**config.mk**
```make
export PLATFORM = sky130hd
export DESIGN_NAME = fft_stage1_butterfly
export DESIGN_NICKNAME = d
export VERILOG_FILES = /design/src/rtl/fft_stage1_butterfly.sv
export SDC_FILE = /design/constraint.sdc
export NUM_CORES = 1
export LEC_CHECK = 0
export CORE_MARGIN = 5
export CORE_UTILIZATION = 35
export CTS_CLUSTER_SIZE = 8
export DETAILED_ROUTE_END_ITERATION = 6
export MAX_ROUTING_LAYER = met4
export PLACE_DENSITY = 0.49
export SETUP_SLACK_MARGIN = 0.02
export SKIP_CTS_REPAIR_TIMING = 1
export SLEW_MARGIN = 5
export SYNTH_ARGS = -nofsm -noshare
export SYNTH_HDL_FRONTEND = slang
export SYNTH_SLANG_ARGS = --single-unit
```
**constraint.sdc**
```tcl
create_clock -name CLK -period 4.25 [get_ports CLK]
set_input_delay 0.85 -clock CLK [delete_from_list [all_inputs] [get_ports CLK]]
set_output_delay 0.85 -clock CLK [all_outputs]
set_load 0.005 [all_outputs]
```
**src/rtl/fft_stage1_butterfly.sv**
```systemverilog
// First radix-2 DIT butterfly layer of an 8-point FFT with double-buffered frame capture.
// Optional FFT_BF_SCALE_EN halves every butterfly result (arithmetic shift, truncating).
module fft_stage1_butterfly #(
    parameter int DW        = 16,
    parameter bit SIGNED_IN = 1'b1
) (
    input  logic          CLK,
    input  logic          RST_N,
    input  logic [DW-1:0] SAMPLE_IN,
    input  logic          SAMPLE_VALID,
    output logic [DW:0]   OUT_SUM,
    output logic [DW:0]   OUT_DIFF,
    output logic [1:0]    OUT_IDX,
    output logic          OUT_LAST,
    output logic          OUT_VALID,
    input  logic          OUT_READY,
    output logic          BUSY,
    output logic          OVERRUN,
    output logic [2:0]    FILL_CNT
);

    typedef enum logic {S_IDLE, S_RUN} state_t;

    state_t        r_state;
    state_t        w_state_nx;
    logic [DW-1:0] r_coll [8];
    logic [DW-1:0] r_comp [8];
    logic [2:0]    r_fill;
    logic [1:0]    r_k;
    logic [1:0]    w_k_nx;
    logic          r_start;
    logic          r_ovr;
    logic          r_busy;
    logic          r_last;
    logic [DW:0]   r_sum;
    logic [DW:0]   r_diff;

    logic [DW-1:0] w_samp;
    logic          w_hs;
    logic          w_done;
    logic          w_free;
    logic          w_take;
    logic          w_drop;
    logic          w_load;
    logic          w_clr;
    logic [1:0]    w_bk;
    logic [DW-1:0] w_a;
    logic [DW-1:0] w_b;
    logic [DW+1:0] w_fs;
    logic [DW+1:0] w_fd;
    logic [DW:0]   w_sum;
    logic [DW:0]   w_diff;

    // Offset-binary samples become two's complement by flipping the MSB
    assign w_samp = SIGNED_IN ? SAMPLE_IN
                              : {~SAMPLE_IN[DW-1], SAMPLE_IN[DW-2:0]};

    assign w_hs   = (r_state == S_RUN) && OUT_READY;
    assign w_done = SAMPLE_VALID && (r_fill == 3'd7);
    assign w_free = ((r_state == S_IDLE) && !r_start)
                  || (w_hs && (r_k == 2'd3));
    assign w_take = w_done && w_free;
    assign w_drop = w_done && !w_free;

    // Operand pair for the beat about to be loaded into the output registers
    assign w_bk = r_start ? 2'd0 : r_k + 2'd1;
    assign w_a  = r_comp[{1'b0, w_bk}];
    assign w_b  = r_comp[{1'b1, w_bk}];
    assign w_fs = {{2{w_a[DW-1]}}, w_a} + {{2{w_b[DW-1]}}, w_b};
    assign w_fd = {{2{w_a[DW-1]}}, w_a} - {{2{w_b[DW-1]}}, w_b};

`ifdef FFT_BF_SCALE_EN
    assign w_sum  = w_fs[DW+1:1];
    assign w_diff = w_fd[DW+1:1];
`else
    assign w_sum  = w_fs[DW:0];
    assign w_diff = w_fd[DW:0];
`endif

    always_ff @(posedge CLK or negedge RST_N) begin
        if (!RST_N) begin
            r_fill  <= 3'd0;
            r_start <= 1'b0;
            r_ovr   <= 1'b0;
            for (int i = 0; i < 8; i++) begin
                r_coll[i] <= '0;
                r_comp[i] <= '0;
            end
        end else begin
            r_start <= w_take;
            r_ovr   <= w_drop;
            if (SAMPLE_VALID) begin
                r_coll[r_fill] <= w_samp;
                r_fill         <= r_fill + 3'd1;
            end
            // The 8th sample bypasses the collect bank straight into the copy
            if (w_take) begin
                for (int i = 0; i < 7; i++) begin
                    r_comp[i] <= r_coll[i];
                end
                r_comp[7] <= w_samp;
            end
        end
    end

    always_comb begin
        w_state_nx = r_state;
        w_k_nx     = r_k;
        w_load     = 1'b0;
        w_clr      = 1'b0;
        unique case (r_state)
            S_IDLE: begin
                if (r_start) begin
                    w_state_nx = S_RUN;
                    w_k_nx     = 2'd0;
                    w_load     = 1'b1;
                end
            end
            S_RUN: begin
                if (OUT_READY) begin
                    if (r_k == 2'd3) begin
                        w_state_nx = S_IDLE;
                        w_k_nx     = 2'd0;
                        w_clr      = 1'b1;
                    end else begin
                        w_k_nx = r_k + 2'd1;
                        w_load = 1'b1;
                    end
                end
            end
            default: begin
                w_state_nx = S_IDLE;
                w_k_nx     = 2'd0;
                w_clr      = 1'b1;
            end
        endcase
    end

    always_ff @(posedge CLK or negedge RST_N) begin
        if (!RST_N) begin
            r_state <= S_IDLE;
            r_k     <= 2'd0;
            r_sum   <= '0;
            r_diff  <= '0;
            r_last  <= 1'b0;
            r_busy  <= 1'b0;
        end else begin
            r_state <= w_state_nx;
            r_k     <= w_k_nx;
            r_busy  <= (w_state_nx == S_RUN) || w_take;
            if (w_load) begin
                r_sum  <= w_sum;
                r_diff <= w_diff;
                r_last <= (w_k_nx == 2'd3);
            end else if (w_clr) begin
                r_sum  <= '0;
                r_diff <= '0;
                r_last <= 1'b0;
            end
        end
    end

    assign OUT_SUM   = r_sum;
    assign OUT_DIFF  = r_diff;
    assign OUT_IDX   = r_k;
    assign OUT_LAST  = r_last;
    assign OUT_VALID = (r_state == S_RUN);
    assign BUSY      = r_busy;
    assign OVERRUN   = r_ovr;
    assign FILL_CNT  = r_fill;

endmodule
```
# == Word level (Yosys, flattened, before mapping) ==
# Cells that the tools add are included.
# classes
n_eq_ne,3
addsub,4
multipliers,0
magnitude_cmp,4
div_mod_pow,0
n_reduce_logical,12
n_bitwise,4
muxes,28
shifts,0
# op_table
cell,n
128-bit bitwise mux,1
16-bit binary-select mux with 3-bit select,2
16-bit 2-to-1 mux,5
17-bit 2-to-1 mux,3
16-bit demux with 3-bit select,1
16-bit by 16-bit adder with 17-bit output,1
16-bit by 16-bit subtractor with 17-bit output,1
"4-bit greater-or-equal comparator, second input constant",3
1-bit 2-to-1 mux,9
2-bit 2-to-1 mux,4
3-bit NOT with 4-bit output,2
1-bit logical AND,7
"2-bit equality test, second input constant",2
"4-bit by 1-bit < comparator with 1-bit output, second input constant",1
2-bit NOT with 4-bit output,1
1-bit case mux with 2 select lines,2
2-bit case mux with 2 select lines,1
"3-bit by 1-bit adder with 3-bit output, second input constant",1
"3-bit equality test, second input constant",1
"2-bit by 1-bit adder with 2-bit output, second input constant",1
1-bit logical NOT,2
1-bit logical OR,2
2-bit nonzero test,1
1-bit NOT,1
# totals
inputBits,20
output_inout_bits,43
ff_bits,300
latchBits,0
ram_bits,0
wordCells,80
mem_bits_ro,0
n_memories,0

# == Depth between registers and ports, before layout ==
# Gate-level depths: netlist of the first run.
# depth
depth_word,8
ltp_mapped,16
ltp_nobuf,13

# == Worst setup path after synthesis of the first run ==
# No wires, ideal clock.
# synth_path
path_kind,reg-to-reg
startpoint,register r_k[1] (netlist: OUT_IDX[1])
endpoint,register r_sum[12] (netlist: OUT_SUM[12])
required_time_ns,4.119
setup_ns,0.131
n_path_buf,2
synth_period_minus_slack_ns,3.257
path_slack_ns,0.993
arrival_time_ns,3.126
path_stages_with_launch,16
path_cell_list,dfrtp_1 ha_1 nor2b_1 clkbuf_1 clkbuf_1 nand2_1 nand2_1 inv_1 ha_1 fa_1 a211oi_2 o21ai_1 o21a_2 a311oi_2 xnor2_1 o21ai_1
# synth_between
elab_chain_cells,8
word_cells_on_any_way,20
cone_classes,add/sub: 2; eq/ne: 1; mux: 14; bitwise: 2; reduce/logical: 1
# synth_lines
item,line,rtl
"start, declared",29,logic [1:0] r_k;
"start signal, assigned",149,r_k <= w_k_nx;
2-bit by 1-bit adder with 2-bit output,66,assign w_bk = r_start ? 2'd0 : r_k + 2'd1;
2-bit 2-to-1 mux,66,
2-bit NOT with 4-bit output (implied by the code) / 3-bit NOT with 4-bit output (equally long branches),"67, 68",
"16-bit binary-select mux with 3-bit select, on equally long branches","67, 68",
"16-bit 2-to-1 mux, on equally long branches (2 in series)","67, 68",
16-bit by 16-bit adder with 17-bit output,69,"assign w_fs = {{2{w_a[DW-1]}}, w_a} + {{2{w_b[DW-1]}}, w_b};"
17-bit 2-to-1 mux,151,if (w_load) begin
"end signal, assigned",152,r_sum <= w_sum;
"end, declared",35,logic [DW:0] r_sum;
# Several ways; a longest one is shown, not always the timed one. The select of a mux whose other input is x is not followed.
# A chain may end at the register's enable or synchronous reset.

# == Worst setup path in the final report of the first run ==
# layout_path
startpoint,register r_k[0] (netlist: OUT_IDX[0])
endpoint,register r_sum[16] (netlist: OUT_SUM[16])
# Same word-level chain as after synthesis.

==> summary.md, run 1 <==
| Metric | Value |
|---|---|
| Vias in the first global route | ~8900 |
| Initial Util | between 30% and 40% |
| Clock skew | about 0.024 ns |
| ANT cells | 0 |
| Layout cells sized above 1 | 21.1% |
| Yosys cell types | 64 |
| Row count | 71 |
| H-tree levels | 2 |
| Core ar. | between 30000 and 40000 sq um |
| Largest net degree at the start of global routing | 82 |
| Final ANT Viol Nets | 0 |
| CTS sink cnt | 283 |
| Fin Setup TNS | 0 ns |
| Nets | about 1200 |
| Total iterations of the first detailed-routing run | 5 |
| DRC errors left | 0 |
| Clock slew seen by the registers of the worst setup and hold paths | approximately 0.050 ns |
| EDFF count, synth | 0 |
| Drt wl/cell | 19.9 microns |
| Drt total wl | 33800 microns |
| Post-layout minimum cycle time | 3.80 ns |
| CTS tree | yes |
| Die area | 42400 sq um |
| Fillcell total | 3569 |
| Post-detail-place hpwl | 22700 microns |
| Wire length of the first global-routing pass | 53700 microns |
| Max_cap viols | 0 |
| WP data arrival | around 4.3 ns |
| Syn_nets | 1163 |
| F_max | 263 MHz |
| Netlist Area Pre-Place | 13400 sq um |
| Synth Flop Type | dfrtp_1 |
| Root Driver | clkbuf_16 |
| Grt total ovfl | 0 |
| RSZ-0062 raised after global routing | no |
| Crit Path Category | reg2reg |
| Area delta synth->final | 17.3% |
| Drt via density | around 5 |
| Fin crit share | between 80% and 90% |
| Mapped Cells | 1106 |
| Die H | 206 microns |
| I/O Pins | 63 |
| Routed vias | 8571 |
| RD Place Congestion | 0.901 |
| Initial DRC Count | 346 |
| Worst hold path class | in2async |
| Final Max Slew Viols | 0 |
| YS warnings | 0 |
| Initial antenna violation count | 0 |
| Gr usage total | between 15 and 20% |
| Mean area per synthesized cell | 12.1 sq um |
| Area share of the largest cell type after synthesis | 52.7% |
| Synth area leader | dfrtp_1 |
| Status | completed |
| CP required | 4.70 ns |
| Clock Tree Buf Depth | 3 |
| CTS Buf Count | 41 |
| Sequential-to-total area share from yosys stat | a little over half |
| R2R cell count | 12 |
| Worst skew pair latency | 0.55 ns |
| Critical Path Fanout Max | 20 |
| Largest cells by area after synthesis | dfrtp_1 53%, mux2_2 12%, mux2_1 8.5%, nand2_1 3.6%, ha_1 3.3% |
| Relative slew slack | between 30% and 40% |
| Critical path launch point type | flop |
| # setup viols final | 0 |
| Chip Width | 206 microns |
| Flops & latches, synth | 283 |
| Worst slew pin tran | 0.978 ns |
| Fin. Hold Viols | 0 |
| Setup crit end kind | flop |
| Port bufs | 62 |
| Synth async-reset ratio | 100% |
path summary, 6_finish.rpt:
check                                        start  slack (ns)                      end
max in group asynchronous                    RST_N        2.97   r_coll[58]$_DFFE_PN0P_
min in group CLK           OUT_DIFF[8]$_DFFE_PN0P_        0.47  OUT_DIFF[8]$_DFFE_PN0P_
hold reg to reg            OUT_DIFF[8]$_DFFE_PN0P_        0.47  OUT_DIFF[8]$_DFFE_PN0P_
hold / removal                               RST_N        0.31    r_comp[0]$_DFFE_PN0P_
setup reg to reg              OUT_IDX[0]$_DFF_PN0_        0.45  OUT_SUM[16]$_DFFE_PN0P_
setup / recovery              OUT_IDX[0]$_DFF_PN0_        0.45  OUT_SUM[16]$_DFFE_PN0P_
synthesized netlist by cell type, types with 2 or more instances:
cell and instances:
inv_1 26, mux2_1 101, o21a_1 3, a22o_1 4
nand3b_1 2, nand2_1 128, a211oi_1 21, o21bai_1 4
o31ai_1 4, o21ai_0 19, nor2_1 27, a32oi_1 3
a211oi_2 2, nor3b_4 2, nand4_1 2, buf_4 8
nor3_1 12, a21oi_1 26, mux2i_1 16, xnor2_1 21
a21o_1 3, nor3_2 2, nand4b_1 4, and2_1 17
nand3_1 21, clkbuf_1 24, inv_2 5, xor2_1 2
o21ai_1 19, buf_2 21, o211ai_1 6, nand2b_1 6
nor2b_1 22, dfrtp_1 283, buf_6 12, ha_1 35
mux2_2 142, fa_1 2, a31oi_1 24
cells by family (layout without fill, tap and decap cells):
family | after synthesis | count (layout) | synth area share, %
DFF | 283 | 283 | 52.7
muxes | 259 | 259 | 21.6
and+or+nand+nor | 253 | 253 | 9.02
AOI/OAI and AO/OA | 153 | 153 | 7.75
buffers and inverters | 98 | 174 | 3.85
adders and majority gates | 37 | 37 | 3.56
xor gates and xnor gates | 23 | 23 | 1.50
critical path, cell delays in order (launching register included):
cell      delay, ns
dfrtp_2        0.42
ha_1           0.34
nand2b_2       0.39
buf_4          0.32
a211oi_1       0.07
a31oi_1        0.44
ha_1           0.44
inv_2          0.17
a21oi_1        0.05
o21a_2         0.27
a311oi_2       0.40
a31oi_1        0.22
o21ai_1        0.17
layer usage:
layer	wire length, microns	track usage [%]
met2	14800	24.8
met5	0	-
met3	1160	2.45
met1	17000	24.1
met4	788	4.37
per-stage QoR:
stage               setup WS (ns)  utilization (%)  hold WS [ns]  cell area [sq um]  instances
floorplan                   0.993                -         0.450              13400       1106
global route                0.260             41.7         0.348              15700       1693
finish                      0.448             41.7         0.308              15700       1693
detailed placement          0.492             38.8         0.469              14600       1646
global placement            0.455             38.8         0.461              14600       1646
CTS                         0.470             41.7         0.332              15700       1693
area by class of cell:
type / instances / area (sq um) / share of cell area, %
flip-flops and latches: 283 / 7080 / 45.0
multi-input cells: 725 / 5850 / 37.2
clock buffers: 43 / 1040 / 6.63
repair buffers: 95 / 936 / 5.94
well taps: 511 / 639 / 4.06
inverters: 32 / 123 / 0.779
clock inverters: 4 / 71.3 / 0.453
flip-flops by register name (all words and copies together), names as in the netlist:
| register | count |
|---|---|
| r_comp | 128 |
| r_coll | 112 |
| OUT_SUM | 17 |
| OUT_DIFF | 16 |
| FILL_CNT | 3 |
| OUT_IDX | 2 |
| BUSY | 1 |
| OUT_LAST | 1 |
| OUT_VALID | 1 |
| OVERRUN | 1 |
| r_start | 1 |
placed cells by master (no fill, tap or decap), types with 5 or more instances in the layout:
master	netlist	layout
buf_4	8	28
a31oi_1	24	24
dfrtp_1	283	282
mux2_2	142	142
clkdlybuf4s50_1	0	61
a211oi_1	21	21
inv_2	5	5
o21ai_0	19	19
mux2i_1	16	16
o211ai_1	6	6
ha_1	35	35
buf_12	0	5
nand3_1	21	21
nand2_1	128	128
and2_1	17	17
xnor2_1	21	21
nor3_1	12	12
inv_1	26	26
a21oi_1	26	26
nor2b_1	22	22
mux2_1	101	101
nor2_1	27	25
nand2b_1	6	5
clkbuf_16	0	41
o21ai_1	19	19
Power of run 1 is left out: the tool's default activity adds up to more than one toggle a clock period on the data nets, which glitch-free logic cannot reach.
==> run 2, diff against run 1 <==
Settings changed: ABC_AREA set to 1, GPL_ROUTABILITY_DRIVEN set to 0, HOLD_SLACK_MARGIN set to 0.06.
==> run 2 against run 1 <==
Effect of this change: critical path depth rose by 2; clock skew is 0.011 ns lower; die area fell by 1.3%; global-route usage increased by 1.8 points; core utilization down 0.50 points; area after synthesis shrank 1.4%; via count up 23%; synthesized cell count is 48% higher; sequential share of layout area increased by 0.87 points; register-to-register slack better by 0.48 ns; final area down 1.9%; count of clock-buffer cells in the layout rose by 3.
==> summary.md, run 2 <==
| Metric | Value |
|---|---|
| Die area | 41800 sq um (-1.3%) |
| Chip Width | 205 microns (-0.66%) |
| RSZ-0062 raised after global routing | no |
| Setup slack after layout | 0.928 ns (+0.480 ns) |
| WP data arrival | 3.73 ns (-0.52 ns) |
| Vias in the first global route | 10500 (+18%) |
| Area delta synth->final | 16.7% |
| Synth cell count leaders | 687 x nand2_1, 283 x dfrtp_1, 149 x o21ai_0, 129 x inv_1, 91 x nor2_1 |
| Wire length of the first global-routing pass | 59700 microns (+11%) |
| Worst skew pair latency | 0.53 ns (-0.02 ns) |
| Row count | 71 (unchanged) |
| Final Max Slew Viols | 0 (unchanged) |
| DRC errors left | 0 (unchanged) |
| Clock slew seen by the registers of the worst setup and hold paths | 0.05 ns (about the same) |
| Layout cells sized above 1 | 4.85% (-16 points) |
| Count leader, synth | nand2_1 |
| Drt total wl | 36600 microns (+8.5%) |
| EDFF count, synth | 0 (unchanged) |
| Fin crit share | 78.2% (-11 points) |
| Port bufs | 62 (unchanged) |
| Critical path origin | OUT_IDX[0]$_DFF_PN0_ |
| Max_cap viols | 0 (unchanged) |
| Fin. Hold Viols | 0 (unchanged) |
| Clock skew | 0.0137 ns (-0.0106 ns) |
| Most common cell after layout, fill and taps aside | nand2_1 |
| Post-layout minimum cycle time | 3.32 ns (-0.480 ns) |
| Largest net degree at the start of global routing | 114 (+39%) |
| Nets | 1742 (+41%) |
| Total iterations of the first detailed-routing run | 5 (unchanged) |
| Root Driver | clkbuf_16 |
| Crit Path Category | reg2reg |
| Drt wl/cell | 16.7 microns (-16%) |
| Routed vias | 10600 (+23%) |
| Initial antenna violation count | 0 (unchanged) |
| Final ANT Viol Nets | 0 (unchanged) |
| Gr usage total | 18.5% (+1.8 points) |
| Clock Tree Buf Depth | 3 (unchanged) |
| H-tree levels | 2 (unchanged) |
| Mapped Cells | 1639 (+48%) |
| Area share of the largest cell type after synthesis | 53.5% (+0.74 points) |
| Synth async-reset ratio | 100% (unchanged) |
| CP required | 4.65 ns (-0.05 ns) |
| Critical Path Fanout Max | 22 (+10%) |
| Sequential-to-total area share from yosys stat | 53.5% (+0.74 points) |
| Initial Util | 35.3% (-0.24 points) |
| CTS tree | yes |
| Worst hold path class | in2async |
| Largest cells by area after synthesis | dfrtp_1 53%, nand2_1 19%, o21ai_0 5.6%, inv_1 3.7%, ha_1 3.3% |
| R2R cell count | 14 (+2) |
| Max reg flops | 128 (unchanged) |
| Relative slew slack | 39.9% (+5.1 points) |
| YS warnings | 0 (unchanged) |
| Die H | 205 microns (-0.66%) |
| Syn_nets | 1696 (+46%) |
| Fin Setup TNS | 0 ns (unchanged) |
| Fillcell total | 3914 (+9.7%) |
| CTS sink cnt | 283 (unchanged) |
| Most frequent cells in the layout | 685 x nand2_1, 283 x dfrtp_1, 149 x o21ai_0, 129 x inv_1, 90 x nor2_1 |
| I/O Pins | 63 (unchanged) |
| R2R Path Start | OUT_IDX[0]$_DFF_PN0_ |
| Initial DRC Count | 704 (+100%) |
| ANT cells | 0 (unchanged) |
| Core ar. | 37500 sq um (-0.71%) |
| Drt via density | 4.80 (-5.2%) |
| Place WS | 0.954 ns (+0.463 ns) |
| Mean area per synthesized cell | 8.08 sq um (-33%) |
| # setup viols final | 0 (unchanged) |
| Worst slew pin tran | 0.901 ns (-0.0769 ns) |
| Setup crit end kind | flop |
| Synth Flop Type | dfrtp_1 |
| Status | completed |
| Grt total ovfl | 0 (unchanged) |
| CTS Buf Count | 41 (unchanged) |
| Post-detail-place hpwl | 23500 microns (+3.4%) |
| Netlist Area Pre-Place | 13200 sq um (-1.4%) |
| Synth area leader | dfrtp_1 |
| Largest Register | r_comp |
| F_max | 301 MHz (+14%) |
| Critical path launch point type | flop |
| Flops & latches, synth | 283 (unchanged) |
| Yosys cell types | 30 (-53%) |
run 2: cell count changes after synthesis, sizes merged, moves of 21 or more:
cell | previous run | this run
clkbuf | 24 | 45
inv | 32 | 134
a22oi | 1 | 32
a31oi | 24 | 0
mux2 | 243 | 0
o21ai | 39 | 159
nor2b | 22 | 0
xnor2 | 21 | 0
a211oi | 23 | 0
nand2 | 128 | 687
nor2 | 27 | 93
run 2: final timing paths:
path / slack (ns) / endpoint
min in group CLK: 0.46 / r_comp[122]$_DFFE_PN0P_
hold reg to reg: 0.46 / r_comp[122]$_DFFE_PN0P_
max in group asynchronous: 2.85 / r_coll[68]$_DFFE_PN0P_
setup reg to reg: 0.93 / OUT_SUM[15]$_DFFE_PN0P_
setup / recovery: 0.93 / OUT_SUM[15]$_DFFE_PN0P_
hold / removal: 0.31 / r_comp[49]$_DFFE_PN0P_
run 2: worst max-delay path: stages, from the launching register on:
cell     delay, ns
dfrtp_1       0.42
ha_1          0.32
nand2_1       0.11
buf_4         0.30
o21ai_0       0.14
o22ai_1       0.59
ha_1          0.46
nand2_1       0.16
inv_1         0.06
nand2_1       0.06
nand2_1       0.08
a21oi_1       0.22
nand3_1       0.10
nand3_1       0.10
nand2_1       0.07
run 2: layout make-up:
| class | count | area (sq um) | share of cell area [%] |
|---|---|---|---|
| sequential | 283 | 7080 | 45.8 |
| timing repair buffer | 84 | 853 | 5.52 |
| tap | 511 | 639 | 4.14 |
| clock inverter | 1 | 8.76 | 0.0567 |
| inverter | 135 | 509 | 3.30 |
| multi-input combinational | 1140 | 5250 | 34.0 |
| clock buffer | 46 | 1110 | 7.17 |
run 2: per-layer routing:
layer,track usage (%),vias up,share of wire (%)
li1,-,5259,-
met1,26.9,5044,51
met2,27.6,196,43
met3,2.64,61,3.8
met4,4.38,0,1.9
met5,-,-,0
run 2: through the flow:
step                area, sq um  instances  utilization, %  hold slack [ns]
finish                    15400       2200            41.2            0.306
global route              15400       2200            41.2            0.354
CTS                       15400       2200            41.2            0.322
detailed placement        14300       2153            38.2            0.453
global placement          14300       2153            38.2            0.449
floorplan                 13200       1639               -            0.437
run 2: cells by family after synthesis:
logic type | count (synthesis) | synth area share [%]
buffers and inverters | 216 | 6.94
adders and majority gates | 37 | 3.61
DFF | 283 | 53.5
and+or+nand+nor | 832 | 24.2
xor gates and xnor gates | 3 | 0.198
AOI/OAI and AO/OA | 268 | 11.5
Power of run 2 is left out for the same reason.
